[src/rtl/mem_data_sram_if_if.sv]
// SRAM-like data bus between the MEM-stage master and the data memory.
// The request fields come from the master; the handshakes and read data come from the memory.
interface mem_data_sram_if_if #(
    parameter int ADDR_W = 32,
    parameter int DATA_W = 32
);
    logic              data_req;
    logic              data_wr;
    logic [1:0]        data_size;
    logic [ADDR_W-1:0] data_addr;
    logic [DATA_W-1:0] data_wdata;
    logic [3:0]        data_wstrb;
    logic              data_addr_ok;
    logic              data_data_ok;
    logic [DATA_W-1:0] data_rdata;

    modport master (
        output data_req,
        output data_wr,
        output data_size,
        output data_addr,
        output data_wdata,
        output data_wstrb,
        input  data_addr_ok,
        input  data_data_ok,
        input  data_rdata
    );

    modport slave (
        input  data_req,
        input  data_wr,
        input  data_size,
        input  data_addr,
        input  data_wdata,
        input  data_wstrb,
        output data_addr_ok,
        output data_data_ok,
        output data_rdata
    );
endinterface

[src/rtl/mem_data_sram_if.sv]
// MEM-stage data master: issues one SRAM-bus access per memory instruction,
// stalls MEM until it completes and drains requests orphaned by a flush.
module mem_data_sram_if #(
    parameter int ADDR_W = 32,
    parameter int DATA_W = 32
) (
    input  logic                clk,
    input  logic                resetn,
    input  logic                mem_data_en,
    input  logic [3:0]          mem_data_ren,
    input  logic [3:0]          mem_data_wen,
    input  logic [ADDR_W-1:0]   mem_addr,
    input  logic [DATA_W-1:0]   mem_wdata,
    input  logic                mem_flush,
    input  logic                wb_allowin,
    output logic                mem_stall,
    output logic [DATA_W-1:0]   mem_rdata,
    output logic                mem_rdata_valid,
    mem_data_sram_if_if.master  bus
);
    localparam logic [2:0] S_IDLE  = 3'd0;
    localparam logic [2:0] S_ADDR  = 3'd1;
    localparam logic [2:0] S_DATA  = 3'd2;
    localparam logic [2:0] S_DONE  = 3'd3;
    localparam logic [2:0] S_DRAIN = 3'd4;

    logic [2:0]        state;
    logic              drop;
    logic              wr_q;
    logic [1:0]        size_q;
    logic [ADDR_W-1:0] addr_q;
    logic [DATA_W-1:0] wdata_q;
    logic [3:0]        wstrb_q;
    logic [DATA_W-1:0] rdata_q;

    logic              access;
    logic              is_wr;
    logic [3:0]        mask;
    logic [2:0]        lanes;
    logic [1:0]        size_n;
    logic [ADDR_W-1:0] addr_n;

    // A store mask takes priority when both masks are set.
    always_comb begin
        access = mem_data_en & (|(mem_data_ren | mem_data_wen)) & ~mem_flush;
        is_wr  = |mem_data_wen;
        mask   = is_wr ? mem_data_wen : mem_data_ren;
        lanes  = {2'b00, mask[0]} + {2'b00, mask[1]}
               + {2'b00, mask[2]} + {2'b00, mask[3]};
        if (lanes <= 3'd1)
            size_n = 2'd0;
        else if (lanes == 3'd2)
            size_n = 2'd1;
        else
            size_n = 2'd2;
        if (size_n == 2'd2)
            addr_n = {mem_addr[ADDR_W-1:2], 2'b00};
        else
            addr_n = mem_addr;
    end

    always_ff @(posedge clk) begin
        if (!resetn) begin
            state   <= S_IDLE;
            drop    <= 1'b0;
            wr_q    <= 1'b0;
            size_q  <= 2'd0;
            addr_q  <= '0;
            wdata_q <= '0;
            wstrb_q <= 4'd0;
            rdata_q <= '0;
        end else begin
            case (state)
                S_IDLE: begin
                    if (access) begin
                        state   <= S_ADDR;
                        wr_q    <= is_wr;
                        size_q  <= size_n;
                        addr_q  <= addr_n;
                        wdata_q <= mem_wdata;
                        wstrb_q <= is_wr ? mem_data_wen : 4'd0;
                    end
                end
                S_ADDR: begin
                    // The request is never retracted; a flush only marks it for draining.
                    if (mem_flush)
                        drop <= 1'b1;
                    if (bus.data_addr_ok)
                        state <= (drop | mem_flush) ? S_DRAIN : S_DATA;
                end
                S_DATA: begin
                    if (bus.data_data_ok) begin
                        rdata_q <= bus.data_rdata;
                        drop    <= 1'b0;
                        state   <= (drop | mem_flush) ? S_IDLE : S_DONE;
                    end else if (mem_flush) begin
                        state <= S_DRAIN;
                    end
                end
                S_DONE: begin
                    if (wb_allowin | mem_flush)
                        state <= S_IDLE;
                end
                S_DRAIN: begin
                    if (bus.data_data_ok) begin
                        state <= S_IDLE;
                        drop  <= 1'b0;
                    end
                end
                default: state <= S_IDLE;
            endcase
        end
    end

    assign bus.data_req    = (state == S_ADDR);
    assign bus.data_wr     = wr_q;
    assign bus.data_size   = size_q;
    assign bus.data_addr   = addr_q;
    assign bus.data_wdata  = wdata_q;
    assign bus.data_wstrb  = wstrb_q;

    assign mem_rdata       = rdata_q;
    assign mem_rdata_valid = (state == S_DONE);
    assign mem_stall       = ((state == S_IDLE) & access)
                           | (state == S_ADDR)
                           | (state == S_DATA)
                           | (state == S_DRAIN);
endmodule

[src/flat_wrapper.sv]
// flat-port wrapper written by rule: the top's interface ports become plain ports
module mem_data_sram_if_flat 
#(
    parameter int ADDR_W = 32,
    parameter int DATA_W = 32
)
  (clk, resetn, mem_data_en, mem_data_ren, mem_data_wen, mem_addr, mem_wdata, mem_flush, wb_allowin, mem_stall, mem_rdata, mem_rdata_valid, bus_data_req, bus_data_wr, bus_data_size, bus_data_addr, bus_data_wdata, bus_data_wstrb, bus_data_addr_ok, bus_data_data_ok, bus_data_rdata);
  mem_data_sram_if_if #(.ADDR_W(ADDR_W), .DATA_W(DATA_W)) bus_i ();
  input  logic clk;
  input  logic resetn;
  input  logic mem_data_en;
  input  logic [3:0] mem_data_ren;
  input  logic [3:0] mem_data_wen;
  input  logic [ADDR_W-1:0] mem_addr;
  input  logic [DATA_W-1:0] mem_wdata;
  input  logic mem_flush;
  input  logic wb_allowin;
  output logic mem_stall;
  output logic [DATA_W-1:0] mem_rdata;
  output logic mem_rdata_valid;
  output wire logic [$bits(bus_i.data_req)-1:0] bus_data_req;
  output wire logic [$bits(bus_i.data_wr)-1:0] bus_data_wr;
  output wire logic [$bits(bus_i.data_size)-1:0] bus_data_size;
  output wire logic [$bits(bus_i.data_addr)-1:0] bus_data_addr;
  output wire logic [$bits(bus_i.data_wdata)-1:0] bus_data_wdata;
  output wire logic [$bits(bus_i.data_wstrb)-1:0] bus_data_wstrb;
  input wire logic [$bits(bus_i.data_addr_ok)-1:0] bus_data_addr_ok;
  input wire logic [$bits(bus_i.data_data_ok)-1:0] bus_data_data_ok;
  input wire logic [$bits(bus_i.data_rdata)-1:0] bus_data_rdata;
  assign bus_data_req = bus_i.data_req;
  assign bus_data_wr = bus_i.data_wr;
  assign bus_data_size = bus_i.data_size;
  assign bus_data_addr = bus_i.data_addr;
  assign bus_data_wdata = bus_i.data_wdata;
  assign bus_data_wstrb = bus_i.data_wstrb;
  assign bus_i.data_addr_ok = bus_data_addr_ok;
  assign bus_i.data_data_ok = bus_data_data_ok;
  assign bus_i.data_rdata = bus_data_rdata;
  mem_data_sram_if #(.ADDR_W(ADDR_W), .DATA_W(DATA_W)) u_core (.clk(clk), .resetn(resetn), .mem_data_en(mem_data_en), .mem_data_ren(mem_data_ren), .mem_data_wen(mem_data_wen), .mem_addr(mem_addr), .mem_wdata(mem_wdata), .mem_flush(mem_flush), .wb_allowin(wb_allowin), .mem_stall(mem_stall), .mem_rdata(mem_rdata), .mem_rdata_valid(mem_rdata_valid), .bus(bus_i));
endmodule
[config.mk]
export PLATFORM = sky130hd
export DESIGN_NAME = mem_data_sram_if_flat
export DESIGN_NICKNAME = d
export VERILOG_FILES = /design/src/rtl/mem_data_sram_if_if.sv /design/src/rtl/mem_data_sram_if.sv /design/src/flat_wrapper.sv
export SDC_FILE = /design/constraint.sdc
export NUM_CORES = 1
export LEC_CHECK = 0
export ABC_AREA = 1
export BUFFER_PORTS_ARGS = -buffer_cell sky130_fd_sc_hd__buf_4
export CAP_MARGIN = 10
export CORE_AREA = 4 4 118 120
export CTS_CLUSTER_SIZE = 10
export DETAILED_ROUTE_END_ITERATION = 10
export DIE_AREA = 0 0 122 124
export MAX_ROUTING_LAYER = met4
export PLACE_DENSITY = 0.67
export SLEW_MARGIN = 0
export SYNTH_ARGS = -nofsm -noshare
export SYNTH_HDL_FRONTEND = slang
export SYNTH_SLANG_ARGS = --single-unit
[constraint.sdc]
create_clock -name clk -period 2.2 [get_ports clk]
set_input_delay 0.11 -clock clk [delete_from_list [all_inputs] [get_ports clk]]
set_output_delay 0.11 -clock clk [all_outputs]
set_load 0.005 [all_outputs]
; Word-level counts from Yosys, hierarchy flattened
; Cells that the tools add are included.
[op_classes]
addsub = 3
order_cmp = 1
n_eq_ne = 13
muxes = 17
bitwise_logic = 10
n_reduce_logical = 9
[ops]
columns = operator, count
row1 = 2-to-1 mux 3 bit, 7
row2 = one-hot mux 3 bit (5 select lines), 1
row3 = == test 3 x 2 -> 1 bit (second input constant), 3
row4 = 2-to-1 mux 2 bit, 4
row5 = 2-to-1 mux 4 bit, 2
row6 = != test 2 x 1 -> 1 bit (second input constant), 4
row7 = OR reduction 4 bit, 2
row8 = adder 3 x 1 -> 3 bit, 2
row9 = OR 1 bit, 5
row10 = AND reduction 5 bit, 1
row11 = != test 2 bit (second input constant), 2
row12 = OR 4 bit, 1
row13 = AND reduction 2 bit, 2
row14 = bitwise AND 1 bit, 3
row15 = == test 3 x 1 -> 1 bit (second input constant), 1
row16 = == test 3 bit (second input constant), 1
row17 = <= comparator 3 x 1 -> 1 bit (second input constant), 1
row18 = logical NOT 3 bit, 1
row19 = != test 3 bit (second input constant), 1
row20 = AND reduction 3 bit, 1
row21 = adder 1 x 1 -> 2 bit, 1
row22 = == test 2 bit (second input constant), 1
row23 = 2-to-1 mux 1 bit, 2
row24 = one-hot mux 1 bit (2 select lines), 1
row25 = 3 further kinds, 3
[word_totals]
ff_bits = 107
input_bits = 111
output_inout_bits = 106
wordCells = 61

; Longest topological paths before layout
[depth]
word_depth = 10
ltp_mapped = 13
depth_no_buf = 13

; Worst setup path before layout
; No wires, ideal clock.
[synth_path]
path_kind = input to register
from = input port mem_data_wen[2]
to = register u_core.addr_q[0], in the netlist u_core.bus.data_addr[0]
arrival_ns = 1.829
required_ns = 2.130
slack_ns = 0.301
stages = 13
path_cell_list = nor2_2 a31o_2 ha_1 fa_1 inv_1 ha_1 inv_1 nand3_1 nand2_1 inv_1 nand2_1 nand4_1 a21oi_1
[synth_between]
elab_chain_len = 10
elab_cells_between_ends = 16
cone_classes = 3 x add/sub / 1 x order compare / 2 x eq/ne / 4 x mux / 3 x bitwise / 3 x reduce/logical
[synth_rtl]
columns = element, line
row1 = from (decl), flat_wrapper.sv:13  ; input logic [3:0] mem_data_wen;
row2 = "parallel branches: the longest is 10 deep, another holds adder 3 x 1 -> 3 bit", n/a
row3 = to (signal assigned), mem_data_sram_if.sv:79  ; addr_q <= addr_n;
row4 = to (decl), mem_data_sram_if.sv:31  ; logic [ADDR_W-1:0] addr_q;
; Parallel ways; which one is timed is not known.
; A chain may end at the register's enable or synchronous reset.

; Final worst setup path
[layout_path]
from = register u_core.state[1]
to = output port mem_stall
[layout_between]
elab_chain_len = 5
elab_cells_between_ends = 8
cone_classes = 3 x eq/ne / 4 x bitwise / 1 x reduce/logical
[layout_rtl]
columns = element, line
row1 = from (decl), mem_data_sram_if.sv:27  ; logic [2:0] state;
row2 = from (signal assigned), mem_data_sram_if.sv:89  ; state <= (drop | mem_flush) ? S_DRAIN : S_DATA;
row3 = from (signal assigned), mem_data_sram_if.sv:95  ; state <= (drop | mem_flush) ? S_IDLE : S_DONE;
row4 = logical NOT 3 bit, mem_data_sram_if.sv:124  ; assign mem_stall = ((state == S_IDLE) & access)
row5 = bitwise AND 1 bit, mem_data_sram_if.sv:124
row6 = OR 1 bit, mem_data_sram_if.sv:125  ; | (state == S_ADDR)
row7 = OR 1 bit, mem_data_sram_if.sv:126  ; | (state == S_DATA)
row8 = OR 1 bit (*), mem_data_sram_if.sv:127  ; | (state == S_DRAIN);
row9 = to (decl), flat_wrapper.sv:18  ; output logic mem_stall;
; Every way passes the cells marked *; elsewhere a longest branch is shown, timed or not.

==> results.cfg <==
[status]
status = finished clean

[logic_synthesis]
syn_area_per_cell_um2 = 7.723
ys_types = 22
netlist_instances = 539
netlist_area_mm2 = 0.004163
synth-seq-cells = 107
synth-seq-area-share = 0.5146
ys_warn_count = 0
syn-num-nets = 655

[global_routing]
antenna_found_initial = 0
grt_overflow = 0
grt_max_degree = 73
grt_pass1_wl_um = 20740
grt_pass1_vias = 4260
grt_usage = 0.1777

[die]
initial_core_util = 0.3207
dieWidth_um = 122
dieHeight_um = 124
die_area_mm2 = 0.01513
core_area_mm2 = 0.01298
row_count = 42
ios = 217

[critical_path]
timing.rr.start = u_core.state[2]$_SDFFE_PN0P_
endpoint_kind = output pin
r2r-end = u_core.mem_rdata[29]$_SDFFE_PN0P_
crit_chain = inv_1 -> nand2_1 -> inv_2 -> nand2_4 -> buf_12 -> nand4_1 -> buf_4
start_kind = flop
critical_path_class = flop to output pin
cp.required_ns = 2.09
reg2reg_depth = 6
worstPathMaxFanout = 65
crit_buf_inv = 4
slowest_stage = dfxtp_1
cp_slowest_stage_delay_ns = 0.41
r2r_slack_ns = 0.49
critPathTopFamily = buffers and inverters
worstPathArrival_ns = 1.80

[cts]
cts_root_buf = clkbuf_16
cts_made_buffers = 9
clock_path_buffers = 2
cts_tree = yes
insertion_delay_ns = 0.35
clkSlewWorstSetupHoldPaths_ns = 0.08
cts_resized = 0
htreeDepth = 3
cts_num_sinks = 107

[timing]
slew_headroom = 0.3610
setup_viol = 0
finalCritPeriodShare = 0.8693
fmax_mhz = 522.9
worst_slew_pin_slew_ns = 0.9575
final.setup_skew_ns = 0.01102
finalHoldViolations = 0
slew_viol_final = 0
layout_setup_ws_ns = 0.2876
tns_ns = 0
rsz0062_at_grt = false
post-route-min-period_ns = 1.912

[route]
dr.first_iter.drc_count = 340
ant_nets = 0
wire_per_inst_um = 14.39
wl_met1_um = 5886
drtPass1Iterations = 8
drc = 0
highest_layer = met4
vias = 4543
wl_met2_um = 6268
vias_per_cell = 4.797
postRouteWirelength_um = 13630
met3WireLength_um = 1260

[placed_design]
place_ws_ns = -0.06724
dp_hpwl_um = 9452
io_buffers = 216
gp_congestion = 0.8797
place_area_mm2 = 0.005894

[pwr]
power.leakage_nw = 2.964
power_mw = 5.629
ir_drop_mv = 0.7288
powerDensity_mw_per_mm2 = 863.9

[worst_hold_path]
hp-start = mem_wdata[16]
holdPathStages = 3
worstHoldPathType = primary input to flop
worstHoldEndpoint = u_core.bus.data_wdata[16]$_SDFFE_PN0P_

[cells_and_area]
drive_gt1_frac = 0.3256
mostFrequentLayoutCells = buf_4, dfxtp_1, nand2_1
fin_area_mm2 = 0.006515
n_antenna_cell = 0
final_common_cell = buf_4
syn_to_final_growth_pct = 56.51
n_fill_cell = 1230
nets = 882

[flow_run]
maxCapViolCount = 0
-- worst max path at each step --
stage	startpoint	end	slack [ns]	cells past startpoint
5_1_grt	u_core.state[2]$_SDFFE_PN0P_	mem_stall	0.12	7
6_report	u_core.state[1]$_SDFFE_PN0P_	mem_stall	0.29	7
4_1_cts	u_core.state[2]$_SDFFE_PN0P_	mem_stall	0.25	7
3_3_place_gp	mem_data_wen[2]	u_core.bus.data_addr[0]$_SDFFE_PN0P_	0.08	14
2_1_floorplan	mem_data_wen[2]	u_core.bus.data_addr[0]$_SDFFE_PN0P_	0.30	13
3_5_place_dp	mem_data_wen[2]	u_core.bus.data_addr[0]$_SDFFE_PN0P_	-0.07	14
-- routing by layer --
| metal | vias to the layer above | GRT usage |
|---|---|---|
| met5 | - | - |
| li1 | 2236 | - |
| met4 | 0 | 0.07143 |
| met1 | 2070 | 0.2288 |
| met3 | 18 | 0.03451 |
| met2 | 219 | 0.2766 |
-- area by class of cell --
class | count | area [um^2] | area share
clock buffers | 9 | 225.2 | 0.03457
inverters | 17 | 63.81 | 0.009795
repair buffers | 254 | 2024 | 0.3107
clock inverters | 7 | 75.07 | 0.01152
well taps | 176 | 220.2 | 0.03380
flip-flops and latches | 107 | 2142 | 0.3288
multi-input cells | 377 | 1764 | 0.2708
-- kinds of logic after synthesis --
kind of cell	after synthesis	share of synthesized area
AO/OA/AOI/OAI	116	0.1443
buffers and inverters	55	0.06162
flip-flops	107	0.5146
adder cells (fa/ha/maj)	5	0.01683
AND/OR/NAND/NOR	256	0.2627
-- state kept, by name, indices dropped and copies added (netlist names) --
name,cells
u_core.bus.data_wdata,32
u_core.bus.data_addr,32
u_core.bus.data_wr,1
u_core.bus.data_wstrb,4
u_core.state,3
u_core.drop,1
u_core.mem_rdata,32
u_core.bus.data_size,2
-- per-stage QoR --
| stage | cells | utilization | hold WS, ns |
|---|---|---|---|
| finish | 947 | 0.5019 | 0.03500 |
| global route | 947 | 0.5019 | 0.03076 |
| CTS | 947 | 0.5019 | 0.01954 |
| detailed placement | 899 | 0.4541 | 0.3392 |
| global placement | 899 | 0.4541 | 0.3320 |
| floorplan | 539 | - | 0.2449 |
-- report_power, final --
group / switching, mW / leakage [nW] / internal, mW / total (mW)
sequential: 0.134 / 0.869 / 2.14 / 2.28
combinational: 0.991 / 1.94 / 0.724 / 1.71
clock: 0.745 / 0.151 / 0.893 / 1.64
-- tightest hold or removal path, cell delays in order --
cell     delay (ns)
buf_4          0.11
nand3_1        0.07
a21oi_1        0.06
-- synthesized netlist by cell type (all sizes together) --
master / instances / area, um^2
buf: 24 / 140.1
a21oi: 74 / 370.4
nand2: 94 / 360.3
o21ai: 36 / 180.2
o211ai: 1 / 7.510
nand4: 5 / 31.28
nor2: 83 / 331.6
o21a: 1 / 7.510
ha: 4 / 50.05
dfxtp: 107 / 2142
nand3: 74 / 370.4
inv: 17 / 63.81
a31o: 4 / 35.03
clkbuf: 14 / 52.55
fa: 1 / 20.02
-- what timing repair did --
item	4_1_cts	5_1_grt
hold endpoints to repair	32	0
setup endpoints to repair	0	0
buffers inserted	0	0
hold buffers	32	0
Note: power is estimated with default switching activity, not from simulation.
